`src/rtl/a2d_rr_sched.sv`:
```
`timescale 1ns/1ps
// a2d_rr_sched: round-robin sequencer driving a shared SPI master through the
// two-frame A2D conversion (result returns one frame late) for lft/rght/batt.
module a2d_rr_sched #(
    parameter logic [2:0] CH_LFT  = 3'd0,
    parameter logic [2:0] CH_RGHT = 3'd4,
    parameter logic [2:0] CH_BATT = 3'd5,
    parameter int         GAP_CYC = 4,
    parameter int         TIMEOUT = 2048
) (
    input  logic        clk,
    input  logic        rst,
    input  logic        nxt,
    output logic        wrt,
    output logic [15:0] cmd,
    input  logic        done,
    input  logic [15:0] rd_data,
    output logic [11:0] lft_ld,
    output logic [11:0] rght_ld,
    output logic [11:0] batt,
    output logic        upd,
    output logic [1:0]  upd_ch,
    output logic        busy,
    output logic        tmo_err
);

    typedef enum logic [2:0] {
        IDLE, SEND1, WAIT1, GAP, SEND2, WAIT2, LATCH
    } state_t;

    localparam logic [7:0]  GAP_LAST = 8'(GAP_CYC - 1);
    localparam logic [15:0] TMO_LAST = 16'(TIMEOUT - 1);

    state_t      state_q;
    logic [1:0]  rr_q;
    logic [7:0]  gap_cnt_q;
    logic [15:0] tmo_cnt_q;
    logic        wrt_q;
    logic        upd_q;
    logic        busy_q;
    logic        tmo_err_q;
    logic [1:0]  upd_ch_q;
    logic [15:0] cmd_q;
    logic [11:0] lft_q;
    logic [11:0] rght_q;
    logic [11:0] batt_q;
    logic [2:0]  ch_d;
    logic [15:0] cmd_d;

    // NOTE: every always_comb output gets a default first, so no latch is inferred.
    always_comb begin
        ch_d = CH_LFT;
        case (rr_q)
            2'd1:    ch_d = CH_RGHT;
            2'd2:    ch_d = CH_BATT;
            default: ch_d = CH_LFT;
        endcase
        cmd_d = {2'b00, ch_d, 11'h000};
    end

    // NOTE: sequential state uses non-blocking assignments only; the result
    // registers are reset too because they are visible outputs.
    always_ff @(posedge clk or posedge rst) begin
        if (rst) begin
            state_q   <= IDLE;
            rr_q      <= 2'd0;
            gap_cnt_q <= 8'd0;
            tmo_cnt_q <= 16'd0;
            wrt_q     <= 1'b0;
            upd_q     <= 1'b0;
            busy_q    <= 1'b0;
            tmo_err_q <= 1'b0;
            upd_ch_q  <= 2'd0;
            cmd_q     <= 16'h0000;
            lft_q     <= 12'h000;
            rght_q    <= 12'h000;
            batt_q    <= 12'h000;
        end else begin
            wrt_q <= 1'b0;
            upd_q <= 1'b0;
            case (state_q)
                IDLE: if (nxt) begin
                    state_q <= SEND1;
                    busy_q  <= 1'b1;
                    cmd_q   <= cmd_d;
                end
                SEND1: begin
                    wrt_q     <= 1'b1;
                    tmo_cnt_q <= 16'd0;
                    state_q   <= WAIT1;
                end
                WAIT1: begin
                    // Frame 1 returns the previous conversion; its data is dropped.
                    if (done) begin
                        gap_cnt_q <= 8'd0;
                        state_q   <= GAP;
                    end else if (tmo_cnt_q == TMO_LAST) begin
                        tmo_err_q <= 1'b1;
                        busy_q    <= 1'b0;
                        state_q   <= IDLE;
                    end else begin
                        tmo_cnt_q <= tmo_cnt_q + 16'd1;
                    end
                end
                GAP: begin
                    if (gap_cnt_q == GAP_LAST) state_q <= SEND2;
                    else                        gap_cnt_q <= gap_cnt_q + 8'd1;
                end
                SEND2: begin
                    wrt_q     <= 1'b1;
                    tmo_cnt_q <= 16'd0;
                    state_q   <= WAIT2;
                end
                WAIT2: begin
                    if (done) begin
                        case (rr_q)
                            2'd1:    rght_q <= rd_data[11:0];
                            2'd2:    batt_q <= rd_data[11:0];
                            default: lft_q  <= rd_data[11:0];
                        endcase
                        upd_q     <= 1'b1;
                        upd_ch_q  <= rr_q;
                        tmo_err_q <= 1'b0;
                        rr_q      <= (rr_q == 2'd2) ? 2'd0 : rr_q + 2'd1;
                        state_q   <= LATCH;
                    end else if (tmo_cnt_q == TMO_LAST) begin
                        tmo_err_q <= 1'b1;
                        busy_q    <= 1'b0;
                        state_q   <= IDLE;
                    end else begin
                        tmo_cnt_q <= tmo_cnt_q + 16'd1;
                    end
                end
                LATCH: begin
                    busy_q  <= 1'b0;
                    state_q <= IDLE;
                end
                default: state_q <= IDLE;
            endcase
        end
    end

    assign wrt     = wrt_q;
    assign cmd     = cmd_q;
    assign lft_ld  = lft_q;
    assign rght_ld = rght_q;
    assign batt    = batt_q;
    assign upd     = upd_q;
    assign upd_ch  = upd_ch_q;
    assign busy    = busy_q;
    assign tmo_err = tmo_err_q;

endmodule

```
`config.mk`:
```
export PLATFORM = sky130hd
export DESIGN_NAME = a2d_rr_sched
export DESIGN_NICKNAME = d
export VERILOG_FILES = /design/src/rtl/a2d_rr_sched.sv
export SDC_FILE = /design/constraint.sdc
export NUM_CORES = 1
export LEC_CHECK = 0
export CORE_MARGIN = 1.5
export CORE_UTILIZATION = 45
export DETAILED_ROUTE_END_ITERATION = 7
export PLACE_DENSITY = 0.75
export SYNTH_ARGS = -nofsm -noshare
export SYNTH_HDL_FRONTEND = slang
export SYNTH_SLANG_ARGS = --single-unit
```
`constraint.sdc`:
```
create_clock -name clk -period 3.8 [get_ports clk]
set_input_delay 0.57 -clock clk [delete_from_list [all_inputs] [get_ports clk]]
set_output_delay 0.57 -clock clk [all_outputs]
set_load 0.005 [all_outputs]
```
### Word-level counts from Yosys, hierarchy flattened

Cells that the tools add are included.

| storage, ports and cells | value |
|---|---|
| memory bits (writable) | 0 |
| output and inout bits | 58 |
| bits in registers | 74 |
| memories | 0 |
| input bits | 20 |
| bits in latches | 0 |
| word-level logic and storage cells | 78 |
| bits in read-only memories | 0 |

| operators by class | value |
|---|---|
| divide/modulo/power cells | 0 |
| shifts and indexed selects | 0 |
| reduce and logical (&&, ||, !) cells | 18 |
| equal/unequal tests | 18 |
| $add $sub $neg | 3 |
| mux-type cells | 25 |
| $lt $le $gt $ge | 0 |
| bitwise operators | 1 |
| $mul | 0 |

Operator list:

| operator | count |
|---|---|
| $mux 16 | 2 |
| $pmux 16 s2 | 1 |
| $pmux 3 s6 | 1 |
| $add 16x1->16 const B | 1 |
| $eq 16x11->1 const B | 1 |
| $mux 8 | 2 |
| $pmux 8 s2 | 1 |
| $mux 3 | 5 |
| $reduce_and 3->1 | 5 |
| $ne 2x2->1 const B | 7 |
| $eq 3x3->1 const B | 3 |
| $mux 1 | 9 |
| $add 8x1->8 const B | 1 |
| $eq 8x2->1 const B | 1 |
| $reduce_and 2->1 | 4 |
| $eq 3x2->1 const B | 2 |
| $pmux 3 s2 | 1 |
| $reduce_bool 2->1 | 3 |
| $reduce_or 2->1 | 3 |
| $reduce_and 4->1 | 1 |
| $eq 3x1->1 const B | 1 |
| $logic_not 3->1 | 1 |
| $pmux 1 s3 | 1 |
| $reduce_bool 3->1 | 1 |
| 7 further kinds | 7 |

### Longest topological paths before layout

Gate-level depths: netlist of the first run.

| depth | value |
|---|---|
| depth after elaboration | 4 |
| gate-level depth with buffers | 7 |
| mapped depth without buffers | 5 |

### Worst setup path after synthesis of the first run

OpenSTA, ideal clock, no wires.

| timing | value |
|---|---|
| kind | reg2reg |
| start point | register tmo_cnt_q[0] |
| end point | register busy_q (netlist: busy) |
| arrival time | 1.878 ns |
| library setup time | 0.124 ns |
| data required time | 3.676 ns |
| clock period less this slack | 2.002 ns |
| stages on the path, launching flop included | 6 |
| slack | 1.798 ns |
| buffers on the path | 1 |
| path through | dfrtp_1 > ha_1 > or4bb_1 > or4_1 > buf_2 > o31a_1 |

| between the ends | value |
|---|---|
| longest elaborated chain between the ends | 3 |

Ends and longest elaborated chain:

| what | line | source |
|---|---|---|
| start: declaration | 37 | `logic [15:0] tmo_cnt_q;` |
| start signal: assignment | 102 | `tmo_cnt_q <= tmo_cnt_q + 16'd1;` |
| start signal: assignment | 131 | `tmo_cnt_q <= tmo_cnt_q + 16'd1;` |
| $eq 16x11->1 | 97, 126 |  |
| $ne 2x1->1 (no line) | -- |  |
| $reduce_and 4->1 (no line) | -- |  |
| end signal: assignment | 99 | `busy_q <= 1'b0;` |
| end signal: assignment | 128 | `busy_q <= 1'b0;` |
| end signal: assignment | 135 | `busy_q <= 1'b0;` |
| end: declaration | 40 | `logic busy_q;` |

No other way between the ends.
A chain may end at the register's enable or synchronous reset.

### Worst setup path in the final report of the first run

| timing | value |
|---|---|
| start point | register state_q[1] |
| end point | register tmo_cnt_q[12] |

| between the ends | value |
|---|---|
| longest elaborated chain between the ends | 4 |
| elaborated cells on any way between the ends | 11 |
| classes of those cells | eq/ne (6); mux (1); reduce/logical (4) |

Ends and longest elaborated chain:

| what | line | source |
|---|---|---|
| start: declaration | 34 | `state_t state_q;` |
| start signal: assignment | 65 | `state_q <= IDLE;` |
| start signal: assignment | 83 | `state_q <= SEND1;` |
| start signal: assignment | 90 | `state_q <= WAIT1;` |
| $eq 3x3->1 (tied with other cells) | 81 | `case (state_q)` |
| $reduce_or 2->1 (no line) | -- |  |
| $ne 2x2->1 (no line) / $reduce_bool 2->1 (equally long branches) | -- |  |
| $reduce_and 3->1 (no line) | -- |  |

Several ways; a longest one is shown, not always the timed one.

==> metrics.md, run 1 <==
| Metric | Value |
|---|---|
| Status | finished, final reports clean |
| Diodes inserted | 0 |
| I/O Pins | 78 |
| Yosys warnings | 0 |
| LEAKAGE | 1.886 nW |
| P_sw | 815.0 uW |
| Clock transition at the registers of the reported paths | 0.08 ns |
| Tightest Pin Transition | 0.9010 ns |
| RR Startpoint | state_q[1] |
| Hold Startpoint | upd_ch[0] |
| Critical Path AT | 2.70 ns |
| Synth cell types | 51 |
| Max Transition Viols Final | 0 |
| Register-to-Register Path Depth | 4 |
| Nets | 390 |
| Endpoint, Worst Hold | upd_ch[0] |
| Worst-path cell chain | nor3b_2 -> o2111ai_1 -> or4_1 -> a21oi_1 |
| Peak supply drop | 0.3710 mV |
| Congestion Overflow GR | 0 |
| Antenna-violating nets left | 0 |
| Final worst setup slack | 1.373 ns |
| Post-cts resize count | 0 |
| GR Util All Layers | 18.87% |
| Slew headroom | 39.38% |
| Critical Path End Type | flop |
| First-pass GRT wire length | 12420 um |
| Synth Instances | 303 |
| Dpl cell area | 4096 sq um |
| Number of global-route vias before repair | 2620 |
| Initial DRT Pass Iterations | 4 |
| Slowest-stage cell, CP | dfrtp_1 |
| Initial antenna violation count | 0 |
| Postcts setup bufs | 0 |
| Internal power | 1.740 mW |
| WL final | 7410 um |
| Power density over the cells | 594.1 nW/um^2 |
| Max incr delay on CP | 0.65 ns |
| Kind of critical path | reg2reg |
| Sequential power share | 44.1% |
| Comb power frac | 31.2% |
| Clk pwr share | 24.7% |
| Clk root buf | clkbuf_8 |
| Seq/Total Area, Yosys | 52.75% |
| Core area | 7331 sq um |
| DR WL/cell | 15.83 um |
| Total Power | 2.555 mW |
| Die X-Extent | 90.73 um |
| H-tree depth | 3 |
| Fin Setup TNS | 0 ns |
| DP Worst Slack | 1.097 ns |
| CTS Sinks | 73 |
| Detailed-route via count | 2595 |
| Max-cap violations | 0 |
| R2R Path End | tmo_cnt_q[12] |
| Worst Skew | 0.007130 ns |
| # hold bufs at CTS | 0 |
| Synthesis-stage register bit count | 73 |
| DRC viols | 0 |
| TritonCTS clock tree | done |
| Layout area overhead | 24.17% |
| RePlAce Congestion | 0.8040 |
| Share of cells above drive strength 1 | 17.07% |
| RSZ-0062 raised after global routing | false |
| Setup crit start kind | flop |
| Period utilization | 63.88% |
| Starting Density | 47.24% |
| Min-delay worst type | reg2reg |
| EDFF count, synth | 0 |
| Final Hold Viols | 0 |
| Die ar. | 8232 sq um |
| Dpl hpwl | 4986 um |
| Min-Delay Path Depth | 2 |
| Top_reg_cell synth | dfrtp_1 |
| Largest net degree at the start of global routing | 33 |
| Async SR Flop Fraction | 100.0% |
| F_max | 0.4120 GHz |
| # rows | 31 |
| Clk buf depth | 2 |
| Setup violators final | 0 |
| Crit path launch | state_q[1] |
| Syn Std Cell Area | 3463 sq um |
| Sw Ratio | 31.90% |
| CP Max Fanout | 17 |
| WP data required | 4.08 ns |
| Die Ht | 90.73 um |
| # port buffers | 59 |
| CTS Buf Count | 9 |
| Clock Latency Late Sink | 0.35 ns |
| Final instance area | 4300 sq um |
| Vias per cell | 5.545 |
| Drt first-iter violations | 156 |
| Syn avg cell area | 11.43 sq um |
| FF-to-FF setup slack | 1.37 ns |
| Min Clock Period, post-route | 2.427 ns |
==> metrics by stage <==
stage                     instances  util, %  hold slack (ns)
after floorplan                 316        -           0.4733
after global placement          452    55.88           0.4751
after detailed placement        452    55.88           0.4852
after CTS                       468    58.66           0.5049
after global routing            468    58.66           0.5226
final                           468    58.66           0.5032
==> layout make-up <==
type                       count  area, sq um
fill                         595         3030
sequential                    73         1827
multi-input combinational    208         1495
timing repair buffer          62        613.1
clock buffer                  11        141.4
tap                           99        123.9
clock inverter                 5        62.56
inverter                      10        37.54
==> critical path: cells and delay by family, from the launching register on <==
kind	cells	cell delay (ns)
AND/OR/NAND/NOR	2	1.07
flip-flops	1	0.65
AO/OA/AOI/OAI	2	0.63
==> layer usage <==
metal | track usage, % | up-vias | wire length, um
li1 | - | 1200 | -
met1 | 22.48 | 1273 | 3080
met2 | 28.82 | 110 | 3353
met3 | 8.670 | 12 | 827
met4 | 8.995 | 0 | 148
met5 | 0 | - | 0
==> registers in the layout, indices dropped and copies added (netlist names) <==
| register | flops |
|---|---|
| batt | 12 |
| busy | 1 |
| cmd | 2 |
| gap_cnt_q | 8 |
| lft_ld | 12 |
| rght_ld | 12 |
| rr_q | 2 |
| state_q | 3 |
| tmo_cnt_q | 16 |
| tmo_err | 1 |
| upd | 1 |
| upd_ch | 2 |
| wrt | 1 |
==> placed cells by master (no fill, tap or decap), types with 4 or more instances in the layout <==
cell type / count
dfrtp_1: 73
clkdlybuf4s50_1: 59
mux2_2: 38
nand2_1: 21
o21ai_0: 17
a21oi_1: 16
conb_1: 14
clkbuf_8: 10
inv_1: 9
nand3_1: 9
o31ai_1: 9
nor2_1: 9
or4_1: 7
or3_1: 7
ha_1: 6
mux2i_1: 5
nand4_1: 4
xnor2_1: 4
==> Yosys cell counts (7+ instances only) <==
cell type	n	share of area, %
buf_4	14	3.0
dfrtp_1	73	53
a21oi_1	16	2.3
o21ai_0	17	2.5
inv_1	10	1.1
nor2_1	9	0.98
or4_1	7	1.5
nand2_1	21	2.3
o31ai_1	9	2.0
nand3_1	9	1.3
mux2_2	38	12
or3_1	7	1.3
==> kinds of logic after synthesis <==
logic type | Yosys count | synth area share [%]
AND/OR/NAND/NOR | 80 | 13.44
adder cells (fa/ha/maj) | 6 | 2.168
other | 1 | 0.1083
XOR/XNOR | 5 | 1.264
flip-flops | 73 | 52.75
buffers and inverters | 35 | 5.491
AO/OA/AOI/OAI | 60 | 10.98
multiplexers | 43 | 13.80
==> worst max path at each step <==
stage,endpoint,slack (ns),cells after the start
after floorplan,batt[0],1.38,1
after global placement,tmo_cnt_q[14],1.19,5
after detailed placement,tmo_cnt_q[14],1.10,5
after CTS,tmo_cnt_q[14],1.45,4
after global routing,tmo_cnt_q[10],1.19,4
final,tmo_cnt_q[12],1.37,4
==> power by group through the flow <==
stage	Clock (mW)	Sequential [mW]	Combinational, mW
floorplan	0	1.09	0.444
global placement	0	1.12	0.772
detailed placement	0	1.14	0.792
CTS	0.645	1.13	0.802
global route	0.674	1.15	0.877
finish	0.630	1.13	0.797
No activity file was read; power rests on OpenSTA's default activity.
==> inputs of run 2 (changes only) <==
Settings changed: PLACE_DENSITY 0.75 to 0.78.
Clock period 3.8 ns to 2.1 ns, I/O delays scaled along.
==> metrics.md, run 2 (synthesis results as in run 1) <==
| Metric | Value |
|---|---|
| DR WL/cell | 15.73 um |
| Filler cells | 587 |
| Largest net degree at the start of global routing | 50 |
| Slowest-stage cell, CP | or4bb_1 |
| Clk buf depth | 2 |
| Nets | 419 |
| Drt first-iter violations | 160 |
| Critical Path End Type | flop |
| Fin Setup TNS | 0 ns |
| Detailed-route via count | 2682 |
| Starting Density | 47.24% |
| Power density over the cells | 1050 nW/um^2 |
| CP Buf/Inv Count | 2 |
| LEAKAGE | 2.075 nW |
| Final Hold Viols | 0 |
| WL final | 7817 um |
| Antenna-violating nets left | 0 |
| Clock Latency Late Sink | 0.35 ns |
| Setup crit start kind | flop |
| # port buffers | 59 |
| Die X-Extent | 90.73 um |
| Initial DRT Pass Iterations | 4 |
| Vias per cell | 5.396 |
| RSZ-0062 raised after global routing | false |
| Worst Skew | 0.004672 ns |
| Most frequent cells in the layout | 73 x dfrtp_1, 59 x clkdlybuf4s50_1, 38 x mux2_2, 29 x buf_4, 21 x nand2_1 |
| Most frequent CP cell | buf_4 |
| Status | finished, final reports clean |
| Min Clock Period, post-route | 1.979 ns |
| Peak supply drop | 0.5924 mV |
| Critical Path Stages | 7 |
| Core area | 7331 sq um |
| Final instance area | 4602 sq um |
| H-tree depth | 3 |
| Period utilization | 94.26% |
| Dpl cell area | 4355 sq um |
| Layout area overhead | 32.88% |
| Die Ht | 90.73 um |
| CP Max Fanout | 4 |
| Largest Register | tmo_cnt_q |
| Critical Path AT | 2.22 ns |
| Commonest non-fill, non-tap cell in the layout | dfrtp_1 |
| Min-delay worst type | in2async |
| TritonCTS clock tree | done |
| Max Transition Viols Final | 0 |
| Initial antenna violation count | 0 |
| R2R Path End | tmo_cnt_q[3] |
| # rows | 31 |
| CTS Sinks | 73 |
| Post-Layout Cell Count | 497 |
| Cell family with most CP delay | simple AND/OR/NAND/NOR gates |
| Congestion Overflow GR | 0 |
| WP data required | 2.34 ns |
| Clk root buf | clkbuf_8 |
| Share of cells above drive strength 1 | 23.87% |
| Die ar. | 8232 sq um |
| Postcts setup bufs | 0 |
| RR Startpoint | tmo_cnt_q[1] |
| Register-to-Register Path Depth | 7 |
| FF-to-FF setup slack | 0.12 ns |
| Clock transition at the registers of the reported paths | 0.08 ns |
| DRC viols | 0 |
| RePlAce Congestion | 0.8701 |
| Max-cap violations | 0 |
| Number of global-route vias before repair | 2826 |
| GR Util All Layers | 20.07% |
| CTS Buf Count | 9 |
| Max FFs per register | 16 |
| Placed Cells incl. Taps | 481 |
| I/O Pins | 78 |
| Dpl hpwl | 5442 um |
| Kind of critical path | reg2reg |
| Max incr delay on CP | 0.50 ns |
| Worst-path cell chain | ha_1 -> or4bb_1 -> buf_4 -> nor4_4 -> buf_4 -> o311ai_0 -> o31ai_1 |
| First-pass GRT wire length | 13070 um |
| Diodes inserted | 0 |
| Setup violators final | 0 |
| F_max | 0.5052 GHz |
-- run 2: what timing repair did --
item / CTS / global route
endpoints found under the setup margin: 0 / 10
endpoints found under the hold margin: 0 / 0
hold buffers: 0 / 0
gates resized for setup: 0 / 3
-- run 2: final cells by class --
type / instances / area, sq um / share of cell area [%]
tap: 99 / 123.9 / 2.692
sequential: 73 / 1827 / 39.70
multi-input combinational: 208 / 1514 / 32.90
inverter: 10 / 41.29 / 0.8972
clock buffer: 10 / 137.6 / 2.991
timing repair buffer: 91 / 868.3 / 18.87
clock inverter: 6 / 90.09 / 1.958
-- run 2: worst min-delay path, delay by kind of cell --
family | cells | cell delay, ns
buffers and inverters | 3 | 0.79
-- run 2: how the worst max path moves through the flow --
stage / from / to / slack, ns
6_report: tmo_cnt_q[1] / tmo_cnt_q[3] / 0.12
5_1_grt: tmo_cnt_q[1] / tmo_cnt_q[4] / 0.01
4_1_cts: tmo_cnt_q[1] / state_q[2] / 0.01
3_5_place_dp: tmo_cnt_q[1] / state_q[2] / 0.03
3_3_place_gp: tmo_cnt_q[1] / state_q[2] / 0.05
2_1_floorplan: tmo_cnt_q[0] / busy / 0.1
-- run 2: metal layers --
layer / up-vias / global-route usage [%] / routed length [um]
li1: 1265 / - / -
met1: 1326 / 23.17 / 3262
met2: 78 / 31.77 / 3746
met3: 13 / 9.428 / 658
met4: 0 / 8.730 / 149
met5: - / 0 / 0
-- run 2: power breakdown --
group	internal (mW)	switching (mW)
Clock	0.705	0.544
Sequential	1.74	0.209
Combinational	0.909	0.727
Total	3.35	1.48
-- run 2: per-stage QoR --
stage | hold WS (ns) | total power [mW] | worst slack, ns | utilization, %
after CTS | 0.3778 | 4.877 | 0.01396 | 62.52
after global routing | 0.3996 | 5.121 | 0.01184 | 62.78
final | 0.3765 | 4.833 | 0.1206 | 62.78
after global placement | 0.4719 | 3.539 | 0.04818 | 59.41
after detailed placement | 0.4788 | 3.600 | 0.03271 | 59.41
after floorplan | 0.4654 | 2.781 | 0.09808 | -
==> inputs of run 3 (changes only) <==
Settings changed: CTS_CLUSTER_SIZE set to 10, SKIP_LAST_GASP set to 1.
Clock period 2.1 ns to 1.73 ns, I/O delays scaled along.
==> metrics.md, run 3 (synthesis results as in run 1) <==
| Metric | Value |
|---|---|
| Detailed-route via count | 2757 |
| H-tree depth | 3 |
| CTS Sinks | 73 |
| Clk buf depth | 2 |
| Diodes inserted | 0 |
| Failing checks | negative setup slack |
| Core area | 7331 sq um |
| FF-to-FF setup slack | -0.20 ns |
| Most frequent cells in the layout | 73 x dfrtp_1, 59 x clkdlybuf4s50_1, 45 x buf_4, 38 x mux2_2, 21 x nand2_1 |
| First-pass GRT wire length | 13590 um |
| R2R Path End | state_q[2] |
| Critical Path End Type | flop |
| # rows | 31 |
| Max-cap violations | 0 |
| Smallest hold slack | 0.3277 ns |
| Dpl hpwl | 5675 um |
| Max Transition Viols Final | 0 |
| Initial DRT Pass Iterations | 6 |
| Die Ht | 90.73 um |
| Worst Skew | 0.007248 ns |
| DP Worst Slack | -0.3181 ns |
| Register-to-Register Path Depth | 4 |
| GR Util All Layers | 20.64% |
| Drt first-iter violations | 159 |
| Placed Cells incl. Taps | 496 |
| Min-delay worst type | in2async |
| Vias per cell | 5.385 |
| Min Clock Period, post-route | 1.932 ns |
| Final Util | 65.40% |
| Congestion Overflow GR | 0 |
| Layout area overhead | 38.44% |
| Kind of critical path | reg2reg |
| Commonest non-fill, non-tap cell in the layout | dfrtp_1 |
| Max FFs per register | 16 |
| Period utilization | 111.7% |
| DRC viols | 0 |
| Initial antenna violation count | 0 |
| Post-Layout Cell Count | 512 |
| RSZ-0062 raised after global routing | true |
| Final worst setup slack | -0.2018 ns |
| Status | complete, but fails checks |
| Peak supply drop | 0.8186 mV |
| DR WL/cell | 15.81 um |
| RePlAce Congestion | 0.8277 |
| Die X-Extent | 90.73 um |
| Clock transition at the registers of the reported paths | 0.08 ns |
| CP Max Fanout | 7 |
| # port buffers | 59 |
| Setup crit start kind | flop |
| CTS Buf Count | 9 |
| Largest Register | tmo_cnt_q |
| F_max | 0.5177 GHz |
| LEAKAGE | 2.163 nW |
| Power density over the cells | 1281 nW/um^2 |
| I/O Pins | 78 |
| RR Startpoint | tmo_cnt_q[11] |
| Final Hold Viols | 0 |
| Clk root buf | clkbuf_8 |
| Fin Setup TNS | -1.950 ns |
| Share of cells above drive strength 1 | 28.57% |
| WP data required | 1.96 ns |
| Critical Path AT | 2.16 ns |
| Clock Latency Late Sink | 0.34 ns |
| Antenna-violating nets left | 0 |
| WL final | 8093 um |
| Starting Density | 47.24% |
| Nets | 435 |
| Die ar. | 8232 sq um |
| TritonCTS clock tree | done |
| Largest net degree at the start of global routing | 49 |
| Setup violators final | 20 |
| Number of global-route vias before repair | 2891 |
[run 3: repair_timing]
item / CTS / global route
gates resized for setup: 9 / 4
setup endpoints to repair: 21 / 59
buffers inserted: 1 / 0
cloned: 0 / 0
pin swaps: 3 / 1
endpoints found under the hold margin: 0 / 0
hold buffers: 0 / 0
[run 3: worst max path at each step]
stage,startpoint,endpoint,cells past startpoint
after global placement,tmo_cnt_q[13],state_q[2],4
after floorplan,tmo_cnt_q[14],busy,4
after global routing,tmo_cnt_q[11],state_q[2],4
after detailed placement,tmo_cnt_q[13],state_q[2],4
after CTS,tmo_cnt_q[11],state_q[2],4
final,tmo_cnt_q[11],state_q[2],4
[run 3: stage by stage]
step / power [mW] / instance area [sq um]
after global placement: 4.417 / 4478
after CTS: 6.171 / 4773
after floorplan: 3.393 / 3556
after detailed placement: 4.507 / 4478
after global routing: 6.479 / 4795
final: 6.141 / 4795
[run 3: layout make-up]
class | count | area [sq um]
clock buffer | 9 | 123.9
fill | 537 | 2536
sequential | 73 | 1827
inverter | 10 | 41.29
timing repair buffer | 107 | 988.4
clock inverter | 6 | 107.6
tap | 99 | 123.9
multi-input combinational | 208 | 1583
[run 3: power by group]
part | leakage [nW] | switching [mW] | internal, mW
combinational | 1.08 | 0.977 | 1.23
clock | 0.115 | 0.635 | 0.945
sequential | 0.970 | 0.246 | 2.11
total | 2.16 | 1.86 | 4.28
[run 3: critical path: stages (launching register included)]
cell     delay [ns]
dfrtp_1        0.38
or4b_4         0.54
or4_4          0.59
o31ai_1        0.23
o21ai_1        0.09
[run 3: layer usage]
metal  vias to the layer above  global-route usage (%)  part of all wire, %
met5                         -                       0                    0
met4                         0                   7.804                  1.1
met3                         9                   7.407                  8.9
met2                        83                   34.52                   49
met1                      1374                   24.18                   41
li1                       1291                       -                    -
